### src/rtl/axi_pkg.sv
// Shared AXI-lite bus widths and arbiter types. Bus-width macros (AXI_ADDR_BUS,
// AXI_DATA_BUS, AXI_RESP_BUS, AXI_WSTRB_BUS) are defined here for every file that follows.
`ifndef AXI_ADDR_BUS
`define AXI_ADDR_BUS 32
`endif
`ifndef AXI_DATA_BUS
`define AXI_DATA_BUS 32
`endif
`ifndef AXI_RESP_BUS
`define AXI_RESP_BUS 2
`endif
`ifndef AXI_WSTRB_BUS
`define AXI_WSTRB_BUS 4
`endif

package axi_pkg;

    typedef enum logic [1:0] {
        IDLE   = 2'd0,
        RD_IFU = 2'd1,
        RD_LSU = 2'd2,
        WR_LSU = 2'd3
    } arb_state_e;

    localparam logic [`AXI_RESP_BUS-1:0] AXI_RESP_OKAY = 2'b00;

    // Round-robin pointer encoding: which master won the most recent read grant.
    localparam logic RR_IFU = 1'b0;
    localparam logic RR_LSU = 1'b1;

endpackage

### src/rtl/arbiter.sv
// Two-master (IFU, LSU) to one AXI-lite xbar arbiter, one transaction in flight.
// Define ARBITER_RR_EN for round-robin read grants; default is fixed LSU-over-IFU.
module arbiter
    import axi_pkg::*;
(
    input  logic                        clk,
    input  logic                        rst_n,

    input  logic [`AXI_ADDR_BUS-1:0]    ifu_araddr,
    input  logic                        ifu_arvalid,
    output logic                        ifu_arready,
    output logic [`AXI_DATA_BUS-1:0]    ifu_rdata,
    output logic [`AXI_RESP_BUS-1:0]    ifu_rresp,
    output logic                        ifu_rvalid,
    input  logic                        ifu_rready,

    input  logic [`AXI_ADDR_BUS-1:0]    lsu_araddr,
    input  logic                        lsu_arvalid,
    output logic                        lsu_arready,
    output logic [`AXI_DATA_BUS-1:0]    lsu_rdata,
    output logic [`AXI_RESP_BUS-1:0]    lsu_rresp,
    output logic                        lsu_rvalid,
    input  logic                        lsu_rready,
    input  logic [`AXI_ADDR_BUS-1:0]    lsu_awaddr,
    input  logic                        lsu_awvalid,
    output logic                        lsu_awready,
    input  logic [`AXI_DATA_BUS-1:0]    lsu_wdata,
    input  logic [`AXI_WSTRB_BUS-1:0]   lsu_wstrb,
    input  logic                        lsu_wvalid,
    output logic                        lsu_wready,
    output logic [`AXI_RESP_BUS-1:0]    lsu_bresp,
    output logic                        lsu_bvalid,
    input  logic                        lsu_bready,

    output logic [`AXI_ADDR_BUS-1:0]    arbiter_xbar_araddr,
    output logic                        arbiter_xbar_arvalid,
    input  logic                        arbiter_xbar_arready,
    input  logic [`AXI_DATA_BUS-1:0]    arbiter_xbar_rdata,
    input  logic [`AXI_RESP_BUS-1:0]    arbiter_xbar_rresp,
    input  logic                        arbiter_xbar_rvalid,
    output logic                        arbiter_xbar_rready,
    output logic [`AXI_ADDR_BUS-1:0]    arbiter_xbar_awaddr,
    output logic                        arbiter_xbar_awvalid,
    input  logic                        arbiter_xbar_awready,
    output logic [`AXI_DATA_BUS-1:0]    arbiter_xbar_wdata,
    output logic [`AXI_WSTRB_BUS-1:0]   arbiter_xbar_wstrb,
    output logic                        arbiter_xbar_wvalid,
    input  logic                        arbiter_xbar_wready,
    input  logic [`AXI_RESP_BUS-1:0]    arbiter_xbar_bresp,
    input  logic                        arbiter_xbar_bvalid,
    output logic                        arbiter_xbar_bready
);

    arb_state_e state_q, state_d;
    logic       ar_done_q, ar_done_d;
    logic       rd_pick_lsu;

`ifdef ARBITER_RR_EN
    logic       rr_last_q;

    // On a tie the master that did not win last time gets the read.
    assign rd_pick_lsu = (lsu_arvalid && ifu_arvalid) ? (rr_last_q == RR_IFU) : lsu_arvalid;
`else
    assign rd_pick_lsu = lsu_arvalid;
`endif

    always_comb begin
        state_d   = state_q;
        ar_done_d = ar_done_q;
        unique case (state_q)
            IDLE: begin
                ar_done_d = 1'b0;
                if (lsu_awvalid || lsu_wvalid) begin
                    state_d = WR_LSU;
                end else if (lsu_arvalid || ifu_arvalid) begin
                    state_d = rd_pick_lsu ? RD_LSU : RD_IFU;
                end
            end
            RD_IFU, RD_LSU: begin
                if (arbiter_xbar_arvalid && arbiter_xbar_arready) begin
                    ar_done_d = 1'b1;
                end
                if (arbiter_xbar_rvalid && arbiter_xbar_rready) begin
                    state_d = IDLE;
                end
            end
            WR_LSU: begin
                if (arbiter_xbar_bvalid && arbiter_xbar_bready) begin
                    state_d = IDLE;
                end
            end
            default: state_d = IDLE;
        endcase
    end

    always_ff @(posedge clk) begin
        if (!rst_n) begin
            state_q   <= IDLE;
            ar_done_q <= 1'b0;
`ifdef ARBITER_RR_EN
            rr_last_q <= RR_IFU;
`endif
        end else begin
            state_q   <= state_d;
            ar_done_q <= ar_done_d;
`ifdef ARBITER_RR_EN
            if (state_q == IDLE && (state_d == RD_IFU || state_d == RD_LSU)) begin
                rr_last_q <= (state_d == RD_LSU) ? RR_LSU : RR_IFU;
            end
`endif
        end
    end

    // Pure routing from the registered state; everything not owned by the grant stays 0.
    always_comb begin
        ifu_arready          = 1'b0;
        ifu_rdata            = '0;
        ifu_rresp            = AXI_RESP_OKAY;
        ifu_rvalid           = 1'b0;
        lsu_arready          = 1'b0;
        lsu_rdata            = '0;
        lsu_rresp            = AXI_RESP_OKAY;
        lsu_rvalid           = 1'b0;
        lsu_awready          = 1'b0;
        lsu_wready           = 1'b0;
        lsu_bresp            = AXI_RESP_OKAY;
        lsu_bvalid           = 1'b0;
        arbiter_xbar_araddr  = '0;
        arbiter_xbar_arvalid = 1'b0;
        arbiter_xbar_rready  = 1'b0;
        arbiter_xbar_awaddr  = '0;
        arbiter_xbar_awvalid = 1'b0;
        arbiter_xbar_wdata   = '0;
        arbiter_xbar_wstrb   = '0;
        arbiter_xbar_wvalid  = 1'b0;
        arbiter_xbar_bready  = 1'b0;
        unique case (state_q)
            RD_IFU: begin
                arbiter_xbar_araddr  = ifu_araddr;
                arbiter_xbar_arvalid = ifu_arvalid && !ar_done_q;
                ifu_arready          = arbiter_xbar_arready && !ar_done_q;
                ifu_rdata            = arbiter_xbar_rdata;
                ifu_rresp            = arbiter_xbar_rresp;
                ifu_rvalid           = arbiter_xbar_rvalid;
                arbiter_xbar_rready  = ifu_rready;
            end
            RD_LSU: begin
                arbiter_xbar_araddr  = lsu_araddr;
                arbiter_xbar_arvalid = lsu_arvalid && !ar_done_q;
                lsu_arready          = arbiter_xbar_arready && !ar_done_q;
                lsu_rdata            = arbiter_xbar_rdata;
                lsu_rresp            = arbiter_xbar_rresp;
                lsu_rvalid           = arbiter_xbar_rvalid;
                arbiter_xbar_rready  = lsu_rready;
            end
            WR_LSU: begin
                arbiter_xbar_awaddr  = lsu_awaddr;
                arbiter_xbar_awvalid = lsu_awvalid;
                lsu_awready          = arbiter_xbar_awready;
                arbiter_xbar_wdata   = lsu_wdata;
                arbiter_xbar_wstrb   = lsu_wstrb;
                arbiter_xbar_wvalid  = lsu_wvalid;
                lsu_wready           = arbiter_xbar_wready;
                lsu_bresp            = arbiter_xbar_bresp;
                lsu_bvalid           = arbiter_xbar_bvalid;
                arbiter_xbar_bready  = lsu_bready;
            end
            default: ;
        endcase
    end

endmodule

### config.mk
export PLATFORM = sky130hd
export DESIGN_NAME = arbiter
export DESIGN_NICKNAME = d
export VERILOG_FILES = /design/src/rtl/axi_pkg.sv /design/src/rtl/arbiter.sv
export SDC_FILE = /design/constraint.sdc
export NUM_CORES = 1
export LEC_CHECK = 0
export BUFFER_PORTS_ARGS = -buffer_cell sky130_fd_sc_hd__buf_2
export CORE_AREA = 2 2 141 143
export CTS_BUF_LIST = sky130_fd_sc_hd__clkbuf_4 sky130_fd_sc_hd__clkbuf_8 sky130_fd_sc_hd__clkbuf_16
export CTS_CLUSTER_SIZE = 16
export DETAILED_ROUTE_END_ITERATION = 10
export DIE_AREA = 0 0 143 145
export GPL_TIMING_DRIVEN = 0
export SLEW_MARGIN = 20
export SYNTH_ARGS = -nofsm -noshare
export SYNTH_HDL_FRONTEND = slang
export SYNTH_SLANG_ARGS = --single-unit
export TNS_END_PERCENT = 1
### constraint.sdc
create_clock -name clk -period 2.2 [get_ports clk]
set_input_delay 0.11 -clock clk [delete_from_list [all_inputs] [get_ports clk]]
set_output_delay 0.11 -clock clk [all_outputs]
set_load 0.01 [all_outputs]
==> impl_table.tex, run 1 <==
\begin{tabular}{lr}
\hline
Metric & Value \\
\hline
\multicolumn{2}{l}{\textbf{Timing}} \\
\quad Final setup violation count & 0 \\
\quad Slew at the pin with the worst max-slew slack & 0.5031 ns \\
\quad Crit share post-route & 92.14\% \\
\quad Minimum hold slack & 0.1686 ns \\
\quad Worst slew slack as a fraction of its limit & 66.46\% \\
\quad Unrepaired setup endpoints after global routing & yes \\
\quad Clock period minus final worst setup slack & 2.027 ns \\
\quad Highest clock frequency the design can meet & 493.3 MHz \\
\quad Final number of max-transition violations & 0 \\
\quad Final Hold Violating Endpoints & 0 \\
\quad Largest clock skew in the final design & 0.0003323 ns \\
\quad Final Worst Setup Slack & 0.1729 ns \\
\multicolumn{2}{l}{\textbf{Die}} \\
\quad Top-Level Pins & 364 \\
\quad Effective utilization at floorplan & 9.068\% \\
\quad Standard-cell row count & 51 \\
\quad Die height & 145 um \\
\quad Die X & 143 um \\
\quad Die footprint & 0.02074 mm2 \\
\quad Area of the core region & 0.01921 mm2 \\
\multicolumn{2}{l}{\textbf{CTS}} \\
\quad Clock input transition at the sequential cells of the worst setup and hold paths & 0.03 ns \\
\quad Clock latency reported for the late side of the worst-skew pair & 0.22 ns \\
\quad CTS HTree Levels & 1 \\
\quad Total clock buffers created by CTS & 3 \\
\quad Total number of clock tree sinks & 3 \\
\quad Clock tree from TritonCTS & yes \\
\quad Maximum number of buffers from clock root to sink & 2 \\
\quad Root Driver & sky130\_fd\_sc\_hd\_\_clkbuf\_16 \\
\multicolumn{2}{l}{\textbf{Synth}} \\
\quad Post-synth top area cell & sky130\_fd\_sc\_hd\_\_and2\_1 \\
\quad Area of the mapped netlist & 0.001742 mm2 \\
\quad Leading register cell type out of synthesis & sky130\_fd\_sc\_hd\_\_dfxtp\_1 \\
\quad Number of flip-flops and latches in the synthesized netlist & 3 \\
\quad Average footprint of a synthesized cell & 6.427 um2 \\
\quad EDFF count, synth & 0 \\
\quad Async set-or-reset flop fraction in the synthesized netlist & 0\% \\
\quad Number of distinct standard cells referenced by the synthesized netlist & 26 \\
\quad Area share of the leading cell type in the synthesized netlist & 52.44\% \\
\quad Mapped Nets & 458 \\
\quad Cell types occupying the most area after synthesis & sky130\_fd\_sc\_hd\_\_and2\_1 52\%, sky130\_fd\_sc\_hd\_\_a22oi\_1 14\%, sky130\_fd\_sc\_hd\_\_nor2b\_1 12\% \\
\quad Seq/Total Area, Yosys & 3.448\% \\
\quad Instance count of the mapped netlist & 271 \\
\quad Syn. warnings & 0 \\
\multicolumn{2}{l}{\textbf{Critical path}} \\
\quad CP top delay family & buffers and inverters \\
\quad Data arrival, critical path & 1.92 ns \\
\quad Cell with the largest stage delay on the worst path & sky130\_fd\_sc\_hd\_\_dfxtp\_1 \\
\quad Largest fanout on the critical path & 10 \\
\quad Worst reg2reg setup slack & 0.22 ns \\
\quad Critical path data required time & 2.09 ns \\
\quad CP Cell Sequence & inv\_1 -> ha\_1 -> clkbuf\_2 -> clkbuf\_1 -> nor2b\_1 -> buf\_2 \\
\quad Path depth of the worst reg2reg path & 7 \\
\quad WS Path Type & reg2out \\
\quad Endpoint type of the worst setup path & primary output \\
\quad Startpoint type of the worst setup path & register \\
\quad Launch point of the worst reg-to-reg path & state\_q[0] \\
\quad Endpoint of the worst-slack reg-to-reg timing path & state\_q[0] \\
\quad Biggest cell delay along the critical path & 0.37 ns \\
\quad Worst path bufs/invs & 4 \\
\multicolumn{2}{l}{\textbf{Layout}} \\
\quad Most frequent cells in the layout & 365 x sky130\_fd\_sc\_hd\_\_buf\_2, 146 x sky130\_fd\_sc\_hd\_\_and2\_1, 34 x sky130\_fd\_sc\_hd\_\_nor2b\_1 \\
\quad Most common cell after layout, fill and taps aside & sky130\_fd\_sc\_hd\_\_buf\_2 \\
\quad Number of nets in the final layout & 826 \\
\quad Final cell count without fillers & 903 \\
\quad Fraction of the core area covered by cells at the end of the flow & 20.73\% \\
\quad Number of antenna diodes & 0 \\
\quad Fillcell total & 2,127 \\
\quad Area taken by multi-input logic gates & 0.001560 mm2 \\
\quad Fraction of layout instances using a drive strength above 1 & 59.25\% \\
\quad Post-synthesis to final-layout area growth & 128.7\% \\
\quad Reg area & 60.06 um2 \\
\multicolumn{2}{l}{\textbf{Power and ir drop}} \\
\quad Power per cell area & 746.2 mW/mm2 \\
\quad Max VDD drop & 0.2294 mV \\
\quad Static Leakage & 0.002452 uW \\
\multicolumn{2}{l}{\textbf{Route}} \\
\quad Total number of vias & 3,219 \\
\quad Total wirelength of the detailed-routed design & 11.13 mm \\
\quad Ratio of routed vias to standard cells & 3.565 \\
\quad Number of search-and-repair iterations in the first detailed-routing pass & 4 \\
\quad Mean routed wirelength per cell & 12.33 um \\
\quad DRC violations left & 0 \\
\quad Count of antenna-violating nets left after detailed routing & 0 \\
\quad Number of DRC markers after the initial detailed-route iteration & 123 \\
\multicolumn{2}{l}{\textbf{Flow run}} \\
\quad Maximum capacitance violations & 0 \\
\multicolumn{2}{l}{\textbf{Place}} \\
\quad Final weighted congestion in routability-driven placement & 0.8204 \\
\quad Pre-CTS setup slack & 0.08952 ns \\
\quad Post-Place Cells & 899 \\
\quad Number of buffers added on ports & 363 \\
\quad Half-perimeter wire length of the detailed placement result & 9.914 mm \\
\multicolumn{2}{l}{\textbf{Global routing}} \\
\quad GRT Total Usage & 9.669\% \\
\quad First-pass GRT wire length & 15.79 mm \\
\quad Vias in the first global route & 3,027 \\
\quad Leftover overflow at the end of global routing & 0 \\
\quad Initial antenna violation count & 0 \\
\quad Pin count of the biggest net entering global routing & 11 \\
\multicolumn{2}{l}{\textbf{Hold path}} \\
\quad End point of the most critical hold path & ar\_done\_q \\
\quad Worst Hold Depth & 3 \\
\quad Worst Hold Launch & arbiter\_xbar\_arready \\
\quad Type of the tightest min-delay check & in2reg \\
\multicolumn{2}{l}{\textbf{Outcome}} \\
\quad Run status & completed \\
\hline
\end{tabular}
## cell usage after synthesis, types with 2 or more instances
master	count
sky130_fd_sc_hd__nor2b_1	34
sky130_fd_sc_hd__a22oi_1	32
sky130_fd_sc_hd__nand2_1	4
sky130_fd_sc_hd__ha_1	5
sky130_fd_sc_hd__dfxtp_1	3
sky130_fd_sc_hd__clkbuf_1	24
sky130_fd_sc_hd__and3b_1	2
sky130_fd_sc_hd__and2_1	146
sky130_fd_sc_hd__inv_1	4
## how the worst max path moves through the flow
stage	start	to	slack, ns	depth (start not counted)
2_1_floorplan	state_q[0]	state_q[0]	0.47	7
4_1_cts	state_q[1]	arbiter_xbar_araddr[12]	0.06	7
3_5_place_dp	state_q[1]	ifu_rdata[11]	0.09	7
5_1_grt	state_q[1]	ifu_rdata[13]	-0.001	7
6_report	state_q[0]	arbiter_xbar_rready	0.17	6
3_3_place_gp	state_q[1]	ifu_rdata[11]	0.1	7
## report_power, final
part | internal [uW] | switching (uW)
Sequential | 75.6 | 22.3
Clock | 251 | 48.8
Combinational | 1140 | 1430
Total | 1470 | 1500
## flip-flops by register name, summed over array words and instances (netlist names)
name	count
state_q	2
ar_done_q	1
## worst register-to-register path, cell delays in order (launching register included)
cell                       delay [ns]
sky130_fd_sc_hd__dfxtp_1         0.37
sky130_fd_sc_hd__inv_1           0.10
sky130_fd_sc_hd__ha_1            0.29
sky130_fd_sc_hd__clkbuf_2        0.21
sky130_fd_sc_hd__nor2b_1         0.18
sky130_fd_sc_hd__a221o_1         0.32
sky130_fd_sc_hd__or2_1           0.27
sky130_fd_sc_hd__o22ai_1         0.17
## stage by stage
step | area [um2] | setup TNS [ns] | total power [uW]
floorplan | 1742 | 0 | 1579
global placement | 3890 | 0 | 2699
detailed placement | 3890 | 0 | 2720
CTS | 3976 | 0 | 3041
global route | 3983 | -0.002133 | 3278
finish | 3983 | 0 | 2972
## layer usage
| layer | share of wire, % | track usage [%] | wire, um |
|---|---|---|---|
| met3 | 7.5 | 1.254 | 834 |
| met2 | 52 | 19.76 | 5844 |
| met5 | 0 | 0 | 0 |
| met4 | 0.13 | 0.7426 | 15 |
| met1 | 40 | 10.71 | 4439 |
## cell type report
class,count,share of cell area (%)
inverter,4,0.3770
multi-input combinational,237,39.18
clock buffer,4,2.074
timing repair buffer,363,45.62
buffer,27,2.922
tap,265,8.325
sequential,3,1.508
## timing repair
| item | CTS | global route |
|---|---|---|
| hold buffers | 0 | 0 |
| endpoints found under the hold margin | 0 | 0 |
| buffers inserted | 0 | 0 |
| setup endpoints to repair | 50 | 25 |
| resized for setup | 3 | 10 |
## cell families (layout without fill, tap and decap cells)
logic type / after synthesis / after routing / synth area share [%]
AO/OA/AOI/OAI: 41 / 41 / 17.60
multiplexers: 1 / 1 / 0.5747
buffers and inverters: 31 / 398 / 6.968
AND/OR/NAND/NOR: 190 / 190 / 67.82
adder cells (fa/ha/maj): 5 / 5 / 3.592
flip-flops: 3 / 3 / 3.448
Note: power is estimated with default switching activity, not from simulation.
==> run 2, diff against run 1 <==
PLACE_DENSITY_LB_ADDON = 0.1   (was default)
==> impl_table.tex, run 2 (synthesized netlist as in run 1, its figures left out) <==
\begin{tabular}{lr}
\hline
Metric & Value \\
\hline
\multicolumn{2}{l}{\textbf{Outcome}} \\
\quad Run status & completed (unchanged) \\
\multicolumn{2}{l}{\textbf{Die}} \\
\quad Die footprint & 0.02074 mm2 (unchanged) \\
\quad Effective utilization at floorplan & 9.068\% (unchanged) \\
\quad Standard-cell row count & 51 (unchanged) \\
\quad Die height & 145 um (unchanged) \\
\quad Area of the core region & 0.01921 mm2 (unchanged) \\
\quad Die X & 143 um (unchanged) \\
\quad Top-Level Pins & 364 (unchanged) \\
\multicolumn{2}{l}{\textbf{Timing}} \\
\quad Clock period minus final worst setup slack & 2.049 ns (was 2.027 ns) \\
\quad Final setup violation count & 0 (unchanged) \\
\quad Final Hold Violating Endpoints & 0 (unchanged) \\
\quad Unrepaired setup endpoints after global routing & yes (unchanged) \\
\quad Largest clock skew in the final design & 0.002402 ns (was 0.0003323 ns) \\
\quad Crit share post-route & 93.13\% (was 92.14\%) \\
\quad Slew at the pin with the worst max-slew slack & 0.4950 ns (was 0.5031 ns) \\
\quad Final number of max-transition violations & 0 (unchanged) \\
\quad Highest clock frequency the design can meet & 488.1 MHz (was 493.3 MHz) \\
\quad Minimum hold slack & 0.1571 ns (was 0.1686 ns) \\
\quad Worst slew slack as a fraction of its limit & 67.00\% (was 66.46\%) \\
\multicolumn{2}{l}{\textbf{Power and ir drop}} \\
\quad Total power draw & 2926 uW (was 2972 uW) \\
\quad Clock network power share & 10.2\% (was 10.1\%) \\
\quad Max VDD drop & 0.2572 mV (was 0.2294 mV) \\
\quad Combinational share of power & 86.4\% (was 86.6\%) \\
\quad Flop pwr share & 3.4\% (was 3.3\%) \\
\quad Power per cell area & 735.6 mW/mm2 (was 746.2 mW/mm2) \\
\quad Static Leakage & 0.002438 uW (was 0.002452 uW) \\
\quad Net Sw Frac & 49.97\% (was 50.50\%) \\
\quad Sw Pwr & 1462 uW (was 1501 uW) \\
\quad P\_int & 1464 uW (was 1471 uW) \\
\multicolumn{2}{l}{\textbf{Layout}} \\
\quad Most frequent cells in the layout & 364 x sky130\_fd\_sc\_hd\_\_buf\_2, 146 x sky130\_fd\_sc\_hd\_\_and2\_1, 34 x sky130\_fd\_sc\_hd\_\_nor2b\_1 (was 365 x sky130\_fd\_sc\_hd\_\_buf\_2, 146 x sky130\_fd\_sc\_hd\_\_and2\_1, 34 x sky130\_fd\_sc\_hd\_\_nor2b\_1) \\
\quad Final cell count without fillers & 903 (unchanged) \\
\quad Largest regs & state\_q x2, ar\_done\_q x1 (unchanged) \\
\quad Area of all placed cells without fillers & 0.003978 mm2 (was 0.003983 mm2) \\
\quad Number of nets in the final layout & 826 (unchanged) \\
\quad Most common cell after layout, fill and taps aside & sky130\_fd\_sc\_hd\_\_buf\_2 (unchanged) \\
\quad Number of antenna diodes & 0 (unchanged) \\
\quad Post-synthesis to final-layout area growth & 128.4\% (was 128.7\%) \\
\quad Register with the most flip-flops & state\_q (unchanged) \\
\quad Fraction of layout instances using a drive strength above 1 & 58.62\% (was 59.25\%) \\
\quad Number of flip-flops in the largest register & 2 (unchanged) \\
\multicolumn{2}{l}{\textbf{Global routing}} \\
\quad First-pass GRT wire length & 16.65 mm (was 15.79 mm) \\
\quad Leftover overflow at the end of global routing & 0 (unchanged) \\
\quad Initial antenna violation count & 0 (unchanged) \\
\quad Vias in the first global route & 3,160 (was 3,027) \\
\quad Pin count of the biggest net entering global routing & 11 (unchanged) \\
\quad GRT Total Usage & 10.02\% (was 9.669\%) \\
\multicolumn{2}{l}{\textbf{Route}} \\
\quad Total number of vias & 3,206 (was 3,219) \\
\quad Ratio of routed vias to standard cells & 3.550 (was 3.565) \\
\quad Total wirelength of the detailed-routed design & 11.65 mm (was 11.13 mm) \\
\quad Number of search-and-repair iterations in the first detailed-routing pass & 4 (unchanged) \\
\quad Count of antenna-violating nets left after detailed routing & 0 (unchanged) \\
\quad DRC violations left & 0 (unchanged) \\
\quad Mean routed wirelength per cell & 12.91 um (was 12.33 um) \\
\quad Number of DRC markers after the initial detailed-route iteration & 80 (was 123) \\
\multicolumn{2}{l}{\textbf{Critical path}} \\
\quad Endpoint type of the worst setup path & primary output (unchanged) \\
\quad Cell with the largest stage delay on the worst path & sky130\_fd\_sc\_hd\_\_dfxtp\_1 (unchanged) \\
\quad Worst reg2reg setup slack & 0.26 ns (was 0.22 ns) \\
\quad Largest fanout on the critical path & 10 (unchanged) \\
\quad Endpoint of the worst-slack reg-to-reg timing path & state\_q[0] (unchanged) \\
\quad Data arrival, critical path & 1.94 ns (was 1.92 ns) \\
\quad Path depth of the worst reg2reg path & 7 (unchanged) \\
\quad Biggest cell delay along the critical path & 0.34 ns (was 0.37 ns) \\
\quad Most frequent cell on the critical path & sky130\_fd\_sc\_hd\_\_buf\_2 \\
\quad Critical path data required time & 2.09 ns (about the same) \\
\quad CP Cell Sequence & inv\_1 -> ha\_1 -> buf\_2 -> clkbuf\_2 -> buf\_1 -> and2\_1 -> buf\_2 (was inv\_1 -> ha\_1 -> clkbuf\_2 -> clkbuf\_1 -> nor2b\_1 -> buf\_2) \\
\quad WS Path Type & reg2out (unchanged) \\
\quad Startpoint type of the worst setup path & register (unchanged) \\
\quad Launch point of the worst reg-to-reg path & state\_q[0] (unchanged) \\
\multicolumn{2}{l}{\textbf{Place}} \\
\quad Half-perimeter wire length of the detailed placement result & 10.45 mm (was 9.914 mm) \\
\quad Total placed instance area & 0.003890 mm2 (unchanged) \\
\quad Final weighted congestion in routability-driven placement & 0.7576 (was 0.8204) \\
\quad Number of buffers added on ports & 363 (unchanged) \\
\quad Post-Place Cells & 899 (unchanged) \\
\multicolumn{2}{l}{\textbf{CTS}} \\
\quad Clock latency reported for the late side of the worst-skew pair & 0.22 ns (about the same) \\
\quad Maximum number of buffers from clock root to sink & 2 (unchanged) \\
\quad Total clock buffers created by CTS & 3 (unchanged) \\
\quad Number of buffers added for setup after CTS & 0 (unchanged) \\
\quad Root Driver & sky130\_fd\_sc\_hd\_\_clkbuf\_16 (unchanged) \\
\quad Clock input transition at the sequential cells of the worst setup and hold paths & 0.03 ns (about the same) \\
\quad Total number of clock tree sinks & 3 (unchanged) \\
\quad CTS HTree Levels & 1 (unchanged) \\
\quad Clock tree from TritonCTS & yes (unchanged) \\
\quad Cts-stage hold buffer count & 0 (unchanged) \\
\multicolumn{2}{l}{\textbf{Hold path}} \\
\quad Worst Hold Depth & 3 (unchanged) \\
\quad End point of the most critical hold path & ar\_done\_q (unchanged) \\
\quad Type of the tightest min-delay check & in2reg (unchanged) \\
\quad Worst Hold Launch & arbiter\_xbar\_arready (unchanged) \\
\multicolumn{2}{l}{\textbf{Flow run}} \\
\quad Maximum capacitance violations & 0 (unchanged) \\
\hline
\end{tabular}
-- run 2: repair_timing --
action | in CTS | in global routing
resized for setup | 2 | 5
pin swaps | 0 | 0
setup endpoints to repair | 28 | 61
cloned | 0 | 0
-- run 2: power by group through the flow --
stage | logic, uW | clock network (uW) | registers (uW)
after CTS | 2600 | 304 | 100
final | 2530 | 297 | 99.5
after global routing | 2830 | 310 | 103
after global placement | 2580 | 0 | 99.1
after floorplan | 1490 | 0 | 92.6
after detailed placement | 2590 | 0 | 101
-- run 2: worst max-delay path by stage --
stage	endpoint	from	slack, ns	depth (start not counted)
floorplan	state_q[0]	state_q[0]	0.47	7
global placement	arbiter_xbar_araddr[27]	state_q[0]	0.13	6
detailed placement	ifu_rdata[25]	state_q[1]	0.08	7
CTS	arbiter_xbar_araddr[27]	state_q[0]	0.04	6
global route	ifu_rdata[25]	state_q[1]	-0.03	7
finish	ifu_rdata[25]	state_q[1]	0.15	7
-- run 2: worst max-delay path: cells and delay by family (launching register included) --
family	cells	cell delay, ns
buffers and inverters	5	1.06
DFF	1	0.34
and+or+nand+nor	1	0.19
adders and majority gates	1	0.14
-- run 2: per-stage QoR --
stage	setup TNS [ns]	util [%]	worst slack, ns
after floorplan	0	-	0.4719
after global placement	0	20.25	0.1339
after detailed placement	0	20.25	0.07589
after CTS	0	20.70	0.04467
after global routing	-0.3729	20.71	-0.03290
final	0	20.71	0.1511
-- run 2: routing by layer --
metal / global-route usage [%] / vias up / share of wire [%]
met5: 0 / - / 0
met4: 1.337 / 0 / 0.75
met3: 1.914 / 8 / 9.6
met2: 20.74 / 213 / 55
met1: 10.27 / 1377 / 35
li1: - / 1608 / -
-- run 2: area by class of cell --
cell class / count / area [um2]
plain buffers: 27 / 111.4
well taps: 265 / 331.6
flip-flops and latches: 3 / 60.06
multi-input cells: 237 / 1560
inverters: 4 / 15.01
repair buffers: 363 / 1817
clock buffers: 4 / 82.58
fillers: 2203 / 15230
==> run 3, diff against run 2 <==
PLACE_DENSITY = 0.33   (was default)
PLACE_DENSITY_LB_ADDON = default   (was 0.1)
==> impl_table.tex, run 3 (synthesized netlist as in run 1, its figures left out) <==
\begin{tabular}{lr}
\hline
Metric & Value \\
\hline
\multicolumn{2}{l}{\textbf{Timing}} \\
\quad Highest clock frequency the design can meet & 499.4 MHz (was 488.1 MHz) \\
\quad Final number of max-transition violations & 0 (unchanged) \\
\quad Crit share post-route & 91.03\% (was 93.13\%) \\
\quad Clock period minus final worst setup slack & 2.003 ns (was 2.049 ns) \\
\quad Final Hold Violating Endpoints & 0 (unchanged) \\
\quad Worst slew slack as a fraction of its limit & 68.33\% (was 67.00\%) \\
\quad Final setup violation count & 0 (unchanged) \\
\quad Unrepaired setup endpoints after global routing & yes (unchanged) \\
\quad Final Worst Setup Slack & 0.1974 ns (was 0.1511 ns) \\
\quad Largest clock skew in the final design & 0.001836 ns (was 0.002402 ns) \\
\quad Slew at the pin with the worst max-slew slack & 0.4751 ns (was 0.4950 ns) \\
\multicolumn{2}{l}{\textbf{Route}} \\
\quad Number of search-and-repair iterations in the first detailed-routing pass & 4 (unchanged) \\
\quad Total number of vias & 3,131 (was 3,206) \\
\quad Total wirelength of the detailed-routed design & 11.56 mm (was 11.65 mm) \\
\quad Mean routed wirelength per cell & 12.80 um (was 12.91 um) \\
\quad DRC violations left & 0 (unchanged) \\
\quad Ratio of routed vias to standard cells & 3.467 (was 3.550) \\
\quad Number of DRC markers after the initial detailed-route iteration & 73 (was 80) \\
\quad Count of antenna-violating nets left after detailed routing & 0 (unchanged) \\
\multicolumn{2}{l}{\textbf{Place}} \\
\quad Final weighted congestion in routability-driven placement & 0.7674 (was 0.7576) \\
\quad Pre-CTS setup slack & 0.05047 ns (was 0.07589 ns) \\
\quad Half-perimeter wire length of the detailed placement result & 10.35 mm (was 10.45 mm) \\
\quad Post-Place Cells & 899 (unchanged) \\
\quad Number of buffers added on ports & 363 (unchanged) \\
\multicolumn{2}{l}{\textbf{Layout}} \\
\quad Reg area & 60.06 um2 (unchanged) \\
\quad Fraction of layout instances using a drive strength above 1 & 58.93\% (was 58.62\%) \\
\quad Fillcell total & 2,242 (was 2,203) \\
\quad Most frequent cells in the layout & 364 x sky130\_fd\_sc\_hd\_\_buf\_2, 146 x sky130\_fd\_sc\_hd\_\_and2\_1, 34 x sky130\_fd\_sc\_hd\_\_nor2b\_1 (unchanged) \\
\quad Number of flip-flops in the largest register & 2 (unchanged) \\
\quad Register with the most flip-flops & state\_q (unchanged) \\
\quad Area taken by multi-input logic gates & 0.001560 mm2 (unchanged) \\
\quad Most common cell after layout, fill and taps aside & sky130\_fd\_sc\_hd\_\_buf\_2 (unchanged) \\
\quad Largest regs & state\_q x2, ar\_done\_q x1 (unchanged) \\
\quad Final cell count without fillers & 903 (unchanged) \\
\quad Number of nets in the final layout & 826 (unchanged) \\
\quad Number of antenna diodes & 0 (unchanged) \\
\quad Post-synthesis to final-layout area growth & 128.5\% (was 128.4\%) \\
\multicolumn{2}{l}{\textbf{Global routing}} \\
\quad Vias in the first global route & 2,940 (was 3,160) \\
\quad Leftover overflow at the end of global routing & 0 (unchanged) \\
\quad GRT Total Usage & 10.11\% (was 10.02\%) \\
\quad Initial antenna violation count & 0 (unchanged) \\
\quad First-pass GRT wire length & 16.37 mm (was 16.65 mm) \\
\quad Pin count of the biggest net entering global routing & 11 (unchanged) \\
\multicolumn{2}{l}{\textbf{Power and ir drop}} \\
\quad Sw Pwr & 1463 uW (was 1462 uW) \\
\quad Clock network power share & 10.3\% (was 10.2\%) \\
\quad Flop pwr share & 3.4\% (about the same) \\
\quad P\_int & 1471 uW (was 1464 uW) \\
\quad Max VDD drop & 0.2052 mV (was 0.2572 mV) \\
\quad Power per cell area & 737.1 mW/mm2 (was 735.6 mW/mm2) \\
\quad Static Leakage & 0.002444 uW (was 0.002438 uW) \\
\quad Combinational share of power & 86.4\% (about the same) \\
\quad Net Sw Frac & 49.87\% (was 49.97\%) \\
\multicolumn{2}{l}{\textbf{Die}} \\
\quad Standard-cell row count & 51 (unchanged) \\
\quad Effective utilization at floorplan & 9.068\% (unchanged) \\
\quad Area of the core region & 0.01921 mm2 (unchanged) \\
\quad Top-Level Pins & 364 (unchanged) \\
\quad Die footprint & 0.02074 mm2 (unchanged) \\
\quad Die height & 145 um (unchanged) \\
\quad Die X & 143 um (unchanged) \\
\multicolumn{2}{l}{\textbf{Critical path}} \\
\quad Largest fanout on the critical path & 10 (unchanged) \\
\quad Cell with the largest stage delay on the worst path & sky130\_fd\_sc\_hd\_\_dfxtp\_1 (unchanged) \\
\quad Most frequent cell on the critical path & sky130\_fd\_sc\_hd\_\_clkbuf\_1 (was sky130\_fd\_sc\_hd\_\_buf\_2) \\
\quad Critical path data required time & 2.09 ns (about the same) \\
\quad Endpoint type of the worst setup path & primary output (unchanged) \\
\quad CP top delay family & buffers and inverters (unchanged) \\
\quad WS Path Type & reg2out (unchanged) \\
\quad Data arrival, critical path & 1.89 ns (was 1.94 ns) \\
\quad Startpoint type of the worst setup path & register (unchanged) \\
\quad Worst path bufs/invs & 3 (was 5) \\
\quad Biggest cell delay along the critical path & 0.40 ns (was 0.34 ns) \\
\quad CP Cell Sequence & ha\_1 -> clkbuf\_1 -> clkbuf\_1 -> and2\_1 -> buf\_2 (was inv\_1 -> ha\_1 -> buf\_2 -> clkbuf\_2 -> buf\_1 -> and2\_1 -> buf\_2) \\
\multicolumn{2}{l}{\textbf{CTS}} \\
\quad CTS HTree Levels & 1 (unchanged) \\
\quad Total clock buffers created by CTS & 3 (unchanged) \\
\quad Clock input transition at the sequential cells of the worst setup and hold paths & 0.03 ns (about the same) \\
\quad Clock latency reported for the late side of the worst-skew pair & 0.22 ns (about the same) \\
\quad Root Driver & sky130\_fd\_sc\_hd\_\_clkbuf\_16 (unchanged) \\
\quad Clock tree from TritonCTS & yes (unchanged) \\
\quad Maximum number of buffers from clock root to sink & 2 (unchanged) \\
\quad Total number of clock tree sinks & 3 (unchanged) \\
\quad Number of buffers added for setup after CTS & 0 (unchanged) \\
\multicolumn{2}{l}{\textbf{Hold path}} \\
\quad Type of the tightest min-delay check & in2reg (unchanged) \\
\multicolumn{2}{l}{\textbf{Outcome}} \\
\quad Run status & completed (unchanged) \\
\multicolumn{2}{l}{\textbf{Flow run}} \\
\quad Maximum capacitance violations & 0 (unchanged) \\
\hline
\end{tabular}
-- run 3: final timing paths --
| kind | start | endpoint | slack, ns | depth (start not counted) |
|---|---|---|---|---|
| max | state_q[1] | arbiter_xbar_awaddr[3] | 0.20 | 5 |
| min | arbiter_xbar_arready | ar_done_q | 0.16 | 3 |
| max reg2reg | state_q[0] | state_q[0] | 0.27 | 7 |
| min reg2reg | ar_done_q | ar_done_q | 0.50 | 2 |
-- run 3: metrics by stage --
step	total power (uW)	util (%)	hold WS (ns)	instance area, um2	setup TNS, ns
floorplan	1579	-	0.2449	1742	0
global placement	2740	20.25	0.3876	3890	0
detailed placement	2690	20.25	0.3887	3890	0
CTS	3015	20.70	0.1557	3976	0
global route	3239	20.72	0.1722	3980	-0.05195
finish	2934	20.72	0.1562	3980	0
-- run 3: worst register-to-register path, stage by stage, from the launching register on --
cell and delay (ns):
sky130_fd_sc_hd__dfxtp_1 0.38, sky130_fd_sc_hd__inv_1 0.10, sky130_fd_sc_hd__ha_1 0.29, sky130_fd_sc_hd__clkbuf_2 0.20, sky130_fd_sc_hd__nor2b_1 0.17, sky130_fd_sc_hd__a221o_1 0.29
sky130_fd_sc_hd__or2_1 0.26, sky130_fd_sc_hd__o22ai_1 0.16
-- run 3: timing repair --
action,CTS,global route
pin swaps,0,0
hold buffers,0,0
endpoints found under the setup margin,33,29
resized for setup,3,6
-- run 3: power groups by stage --
| stage | registers [uW] | logic, uW | clock network, uW |
|---|---|---|---|
| 6_report | 99.0 | 2530 | 301 |
| 5_1_grt | 104 | 2820 | 315 |
| 4_1_cts | 99.6 | 2610 | 308 |
| 3_5_place_dp | 100 | 2590 | 0 |
| 3_3_place_gp | 101 | 2640 | 0 |
| 2_1_floorplan | 92.6 | 1490 | 0 |
-- run 3: final cells by class --
class / instances / area share, %
tap: 265 / 8.331
timing repair buffer: 363 / 45.65
inverter: 4 / 0.3772
buffer: 27 / 2.861
sequential: 3 / 1.509
multi-input combinational: 237 / 39.20
clock buffer: 4 / 2.075
-- run 3: per-layer routing --
| layer | global-route usage (%) | wire length (um) |
|---|---|---|
| met5 | 0 | 0 |
| met4 | 1.634 | 91 |
| met3 | 2.112 | 966 |
| met2 | 21.10 | 6404 |
| met1 | 9.992 | 4096 |
